===== src/rtl/pwm_carrier_nch.sv =====
// N-channel PWM generator: one shared prescaled carrier (up/down/up-down/hold)
// drives N_CH compare channels, each with a dead-time protected complementary A/B pair.
module pwm_carrier_nch #(
    parameter int CNT_W = 16,
    parameter int N_CH  = 4,
    parameter int DIV_W = 8,
    parameter int DT_W  = 10,
    parameter int INT_W = 4
) (
    input  logic                    clk,
    input  logic                    reset,
    input  logic [CNT_W-1:0]        period,
    input  logic [CNT_W-1:0]        init_carr,
    input  logic [N_CH*CNT_W-1:0]   compare,
    input  logic [N_CH*DT_W-1:0]    dtime,
    input  logic [DIV_W-1:0]        pwmclk_divider,
    input  logic [1:0]              count_mode,
    input  logic [1:0]              mask_mode,
    input  logic                    pwm_onoff,
    input  logic                    int_onoff,
    input  logic [INT_W-1:0]        event_count,
    input  logic [N_CH-1:0]         pol_A,
    input  logic [N_CH-1:0]         pol_B,
    output logic [CNT_W-1:0]        carrier,
    output logic [N_CH-1:0]         pwmout_A,
    output logic [N_CH-1:0]         pwmout_B,
    output logic                    shadow_load,
    output logic                    interrupt
);

    localparam logic [1:0] MODE_UP     = 2'd0;
    localparam logic [1:0] MODE_DOWN   = 2'd1;
    localparam logic [1:0] MODE_UPDOWN = 2'd2;
    localparam logic [1:0] MASK_MIN    = 2'd0;
    localparam logic [1:0] MASK_MAX    = 2'd1;
    localparam logic [1:0] MASK_MINMAX = 2'd2;

    logic [CNT_W-1:0]      carrier_q, carrier_d;
    logic                  dir_down_q, dir_down_d;
    logic [DIV_W-1:0]      presc_q, presc_d;
    logic [CNT_W-1:0]      period_sh_q, period_sh_d;
    logic [CNT_W-1:0]      init_sh_q, init_sh_d;
    logic [N_CH*CNT_W-1:0] cmp_sh_q, cmp_sh_d;
    logic [INT_W-1:0]      ev_cnt_q, ev_cnt_d;
    logic                  shadow_load_q, shadow_load_d;
    logic                  interrupt_q, interrupt_d;

    logic                  tick, ev_min, ev_max, sel_ev, load_ev;
    logic [CNT_W-1:0]      carrier_next;
    logic                  dir_down_next;
    logic [N_CH-1:0]       raw;

    assign tick   = (presc_q == pwmclk_divider);
    assign ev_min = tick && (carrier_q == '0);
    assign ev_max = tick && (carrier_q == period_sh_q);

    always_comb begin
        sel_ev = 1'b0;
        case (mask_mode)
            MASK_MIN:    sel_ev = ev_min;
            MASK_MAX:    sel_ev = ev_max;
            MASK_MINMAX: sel_ev = ev_min || ev_max;
            default:     sel_ev = ev_min || ev_max;
        endcase
        load_ev = (mask_mode == 2'd3) || sel_ev;
    end

    // Carrier value the next tick would produce; out-of-range values snap to 0.
    always_comb begin
        carrier_next  = carrier_q;
        dir_down_next = dir_down_q;
        if (count_mode != 2'd3) begin
            if (period_sh_q == '0 || carrier_q > period_sh_q) begin
                carrier_next  = '0;
                dir_down_next = 1'b0;
            end else begin
                case (count_mode)
                    MODE_UP:
                        carrier_next = (carrier_q == period_sh_q) ? '0 : carrier_q + 1'b1;
                    MODE_DOWN:
                        carrier_next = (carrier_q == '0) ? period_sh_q : carrier_q - 1'b1;
                    MODE_UPDOWN: begin
                        if (carrier_q == period_sh_q)
                            dir_down_next = 1'b1;
                        else if (carrier_q == '0)
                            dir_down_next = 1'b0;
                        carrier_next = dir_down_next ? carrier_q - 1'b1 : carrier_q + 1'b1;
                    end
                    default: carrier_next = carrier_q;
                endcase
            end
        end
    end

    always_comb begin
        carrier_d     = carrier_q;
        dir_down_d    = dir_down_q;
        presc_d       = presc_q;
        period_sh_d   = period_sh_q;
        init_sh_d     = init_sh_q;
        cmp_sh_d      = cmp_sh_q;
        ev_cnt_d      = ev_cnt_q;
        shadow_load_d = 1'b0;
        interrupt_d   = 1'b0;
        if (!pwm_onoff) begin
            period_sh_d = period;
            init_sh_d   = init_carr;
            cmp_sh_d    = compare;
            carrier_d   = init_carr;
            dir_down_d  = 1'b0;
            presc_d     = '0;
            ev_cnt_d    = '0;
        end else begin
            presc_d = tick ? '0 : presc_q + 1'b1;
            if (tick) begin
                carrier_d  = carrier_next;
                dir_down_d = dir_down_next;
            end
            if (load_ev) begin
                period_sh_d   = period;
                init_sh_d     = init_carr;
                cmp_sh_d      = compare;
                shadow_load_d = 1'b1;
            end
            if (!int_onoff) begin
                ev_cnt_d = '0;
            end else if (sel_ev) begin
                if (ev_cnt_q == event_count) begin
                    ev_cnt_d    = '0;
                    interrupt_d = 1'b1;
                end else begin
                    ev_cnt_d = ev_cnt_q + 1'b1;
                end
            end
        end
    end

    always_ff @(posedge clk) begin
        if (reset) begin
            carrier_q     <= '0;
            dir_down_q    <= 1'b0;
            presc_q       <= '0;
            period_sh_q   <= '0;
            init_sh_q     <= '0;
            cmp_sh_q      <= '0;
            ev_cnt_q      <= '0;
            shadow_load_q <= 1'b0;
            interrupt_q   <= 1'b0;
        end else begin
            carrier_q     <= carrier_d;
            dir_down_q    <= dir_down_d;
            presc_q       <= presc_d;
            period_sh_q   <= period_sh_d;
            init_sh_q     <= init_sh_d;
            cmp_sh_q      <= cmp_sh_d;
            ev_cnt_q      <= ev_cnt_d;
            shadow_load_q <= shadow_load_d;
            interrupt_q   <= interrupt_d;
        end
    end

    assign carrier     = carrier_q;
    assign shadow_load = shadow_load_q;
    assign interrupt   = interrupt_q;

    genvar gi;
    generate
        for (gi = 0; gi < N_CH; gi++) begin : g_ch
            logic [DT_W-1:0] dt_cnt_q, dt_cnt_d, hold;
            logic            raw_prev_q, raw_prev_d;
            logic            pwm_a_q, pwm_a_d, pwm_b_q, pwm_b_d;

            assign raw[gi] = (carrier_q < cmp_sh_q[gi*CNT_W +: CNT_W]);

            // hold is the remaining dead time after this clk; both sides stay off until it hits 0.
            always_comb begin
                if (raw[gi] != raw_prev_q)
                    hold = dtime[gi*DT_W +: DT_W];
                else if (dt_cnt_q != '0)
                    hold = dt_cnt_q - 1'b1;
                else
                    hold = '0;

                dt_cnt_d   = '0;
                raw_prev_d = raw[gi];
                pwm_a_d    = pol_A[gi];
                pwm_b_d    = pol_B[gi];
                if (pwm_onoff) begin
                    dt_cnt_d = hold;
                    pwm_a_d  = ((hold == '0) && raw[gi]) ^ pol_A[gi];
                    pwm_b_d  = ((hold == '0) && !raw[gi]) ^ pol_B[gi];
                end
            end

            always_ff @(posedge clk) begin
                if (reset) begin
                    dt_cnt_q   <= '0;
                    raw_prev_q <= 1'b0;
                    pwm_a_q    <= 1'b0;
                    pwm_b_q    <= 1'b0;
                end else begin
                    dt_cnt_q   <= dt_cnt_d;
                    raw_prev_q <= raw_prev_d;
                    pwm_a_q    <= pwm_a_d;
                    pwm_b_q    <= pwm_b_d;
                end
            end

            assign pwmout_A[gi] = pwm_a_q;
            assign pwmout_B[gi] = pwm_b_q;
        end
    endgenerate

endmodule


===== config.mk =====
export PLATFORM = sky130hd
export DESIGN_NAME = pwm_carrier_nch
export DESIGN_NICKNAME = d
export VERILOG_FILES = /design/src/rtl/pwm_carrier_nch.sv
export SDC_FILE = /design/constraint.sdc
export NUM_CORES = 1
export LEC_CHECK = 0
export ABC_AREA = 1
export CAP_MARGIN = 20
export CORE_ASPECT_RATIO = 0.7
export CORE_UTILIZATION = 45
export DETAILED_ROUTE_END_ITERATION = 10
export HOLD_SLACK_MARGIN = 0.15
export MAX_ROUTING_LAYER = met4
export PLACE_DENSITY = 0.81
export REMOVE_ABC_BUFFERS = 1
export SYNTH_ARGS = -nofsm -noshare
export SYNTH_HDL_FRONTEND = slang
export SYNTH_SLANG_ARGS = --single-unit

===== constraint.sdc =====
create_clock -name clk -period 3.9 [get_ports clk]
set_clock_uncertainty 0.05 [all_clocks]
set_input_delay 0.78 -clock clk [delete_from_list [all_inputs] [get_ports clk]]
set_output_delay 0.78 -clock clk [all_outputs]
set_load 0.02 [all_outputs]

==> out/results.ini <==
[pwr]
netSwitchingPower_mw=2.36
seq_power_share_pct=31.7
switching_share_pct=37.9
clkPwrFrac_pct=31.0
intPower_mw=3.86
combPwrFrac_pct=37.3
vdd_drop_max_v=0.000298
p_leak_nw=7.03
power.density_mw_per_mm2=423

[die]
start_util_pct=46.3
design.die.area_sq_mm=0.0273
die_h_microns=139
rows=49
core_area_sq_mm=0.0259
ios=190
die_w_microns=197

[cells_and_area]
fin_nets=2185
fillers=2427
drive_gt1_share_pct=9.38
layoutNonFillerInstCount=2299
fin_area_sq_mm=0.0147
finish.utilization_pct=56.6
syn2layout_area_growth_pct=22.4

[yosys]
synth-edff-count=0
syn_inst=1777
yosysWarnings=0
async_flop_share_pct=0
yosysMostFrequentCell=inv_1
synth_seq_cells=163
ys_top_cells_by_area=dfxtp_1, ha_1, inv_1
synthFlopType=dfxtp_1
synth_cell_types=45
syn_area_sq_mm=0.0120
seq_area_frac_synth_pct=27.2
synth_top_area_share_pct=27.2
yosysTopAreaCell=dfxtp_1
yosys-top-cells-count=inv_1, nand2_1, nor2_1, dfxtp_1, a21oi_1
syn_avg_cell_area_sq_um=6.75

[placement]
post_dp_cell_area_sq_mm=0.0140
pre_cts_slack_ns=0.587
portBuffers=189
place_inst=2266
dpl.hpwl_microns=25300
place_congestion=0.957

[route]
drt_wl_total_microns=34000
drt-met1-wl_microns=15800
num_vias=11800
highest_layer=met4
met2WireLength_microns=14700
route.detailed.drc=0
postRouteAntennaNets=0
via_per_inst=5.14
firstDrtPassIters=6
drtIter0Drc=813
wl_per_cell_microns=14.8
met3_wirelength_microns=2790

[setup_path]
critPathMaxFanout=17
crit_path_end_kind=register
required_ns=4.22
crit_type=register to register
crit_chain=ha_1, nand2_1, nor2_1, nand3_1, nand2_2, inv_2, nand2_1, o21ai_0, o21ai_1, nand4_1, a21oi_1
cpPeakStageDelay_ns=0.91
path_common_cell=nand2_1
crit_slowest_cell=dfxtp_1
start_kind=register
critPathArrivalTime_ns=3.43

[clocking]
numCtsBuffers=17
clk_latency_ns=0.44
cts_sinks=163
cts_hold_buf=0
cts_htree_levels=4
cts_tree=yes
clock_path_buffers=2
clock_tree.root_cell=clkbuf_16
post_cts_buffers=0
cts.clk_slew.worst_paths_ns=0.07
cts.repair.resized=0

[hold_path]
worstHoldPathType=register to register

[timing]
setup_viol=0
period_needed_ns=3.12
hold_ws_ns=0.431
max_freq_mhz=321
worstMarginPinSlew_ns=0.898
rsz0062_at_grt=no
worst_slack_ns=0.784
min_period_over_period_pct=79.9
slew_headroom_pct=40.0
slew_violations=0
final_hold_viol_count=0

[grt]
antenna_found_initial=1
grt_pass1_wl_microns=54900
grt_usage_pct=25.8
grt_pass1_vias=10900
grt_max_degree=161
grt-ovfl-total=0

[run_status]
status=finished clean

[run]
max-cap-violations=0

[state kept, by name (all words and copies together), names as in the netlist]
name             flops
g_ch.raw_prev_q      4
presc_q              8
period_sh_q         16
shadow_load          1
cmp_sh_q            64
ev_cnt_q             4
g_ch.pwm_a_q         4
g_ch.dt_cnt_q       40
carrier             16
interrupt            1
dir_down_q           1
g_ch.pwm_b_q         4
[layer usage]
metal,track usage [%],vias to the layer above
met5,-,-
met4,6.61,0
met3,5.47,48
met2,38.6,427
met1,35.0,5341
li1,-,6008
[stage by stage]
stage / setup TNS (ns) / power, mW
after detailed placement: 0 / 4.29
after CTS: 0 / 6.24
after global routing: 0 / 6.65
after global placement: 0 / 4.23
after floorplan: -9.16 / 3.62
final: 0 / 6.22
[cell usage in the layout (no fill, tap or decap), types with 12 or more instances in the layout]
master,netlist,routed
inv_1,309,309
nand2_1,287,287
clkdlybuf4s50_1,0,189
nor2_1,165,165
dfxtp_1,163,163
a21oi_1,149,149
nand3_1,112,112
o21ai_0,111,111
ha_1,93,93
nand2_2,40,40
nand4_1,35,35
xor2_1,35,35
o21ai_1,25,25
nand3_2,22,21
nor3_1,19,19
nand3b_1,17,17
clkbuf_16,0,17
nand2_4,16,16
buf_4,10,15
o211ai_1,13,13
nor2_2,12,12
or2_2,12,12
[cell type report]
| class | instances | area [sq um] | area share (%) |
|---|---|---|---|
| repair buffers | 206 | 2040 | 13.9 |
| clock buffers | 17 | 425 | 2.90 |
| flip-flops and latches | 163 | 3260 | 22.2 |
| inverters | 315 | 1180 | 8.07 |
| well taps | 357 | 447 | 3.04 |
| multi-input cells | 1225 | 7080 | 48.2 |
| clock inverters | 15 | 239 | 1.63 |
| diodes | 1 | 2.50 | 0.0170 |
[final timing paths]
kind	from	to	slack [ns]	cells past startpoint
worst min register to register	presc_q[0]$_SDFF_PP0_	presc_q[0]$_SDFF_PP0_	0.43	1
worst max-delay path	carrier[6]$_SDFFE_PP0P_	carrier[10]$_SDFFE_PP0P_	0.78	11
worst max register to register	carrier[6]$_SDFFE_PP0P_	carrier[10]$_SDFFE_PP0P_	0.78	11
worst min-delay path	presc_q[0]$_SDFF_PP0_	presc_q[0]$_SDFF_PP0_	0.43	1
[worst max-delay path, delay by kind of cell (launching register included)]
kind            cells  cell delay, ns
fa+ha+maj           1            0.26
compound gates      3            0.49
simple gates        6            1.09
flops               1            0.91
buf+inv             1            0.23
[power groups by stage]
stage | Combinational [mW] | Sequential, mW | Clock [mW]
final | 2.32 | 1.97 | 1.93
after detailed placement | 2.29 | 2.01 | 0
after floorplan | 1.64 | 1.97 | 0
after global placement | 2.23 | 2.00 | 0
after global routing | 2.62 | 1.99 | 2.04
after CTS | 2.30 | 1.97 | 1.96
[kinds of logic after synthesis]
kind of cell	count (synthesis)	share of synthesized area [%]
adders and majority gates	93	9.70
and+or+nand+nor	774	32.4
AOI/OAI and AO/OA	314	13.6
xor gates and xnor gates	44	3.21
buffers and inverters	389	13.8
DFF	163	27.2
No activity file was read; power rests on OpenSTA's default activity.
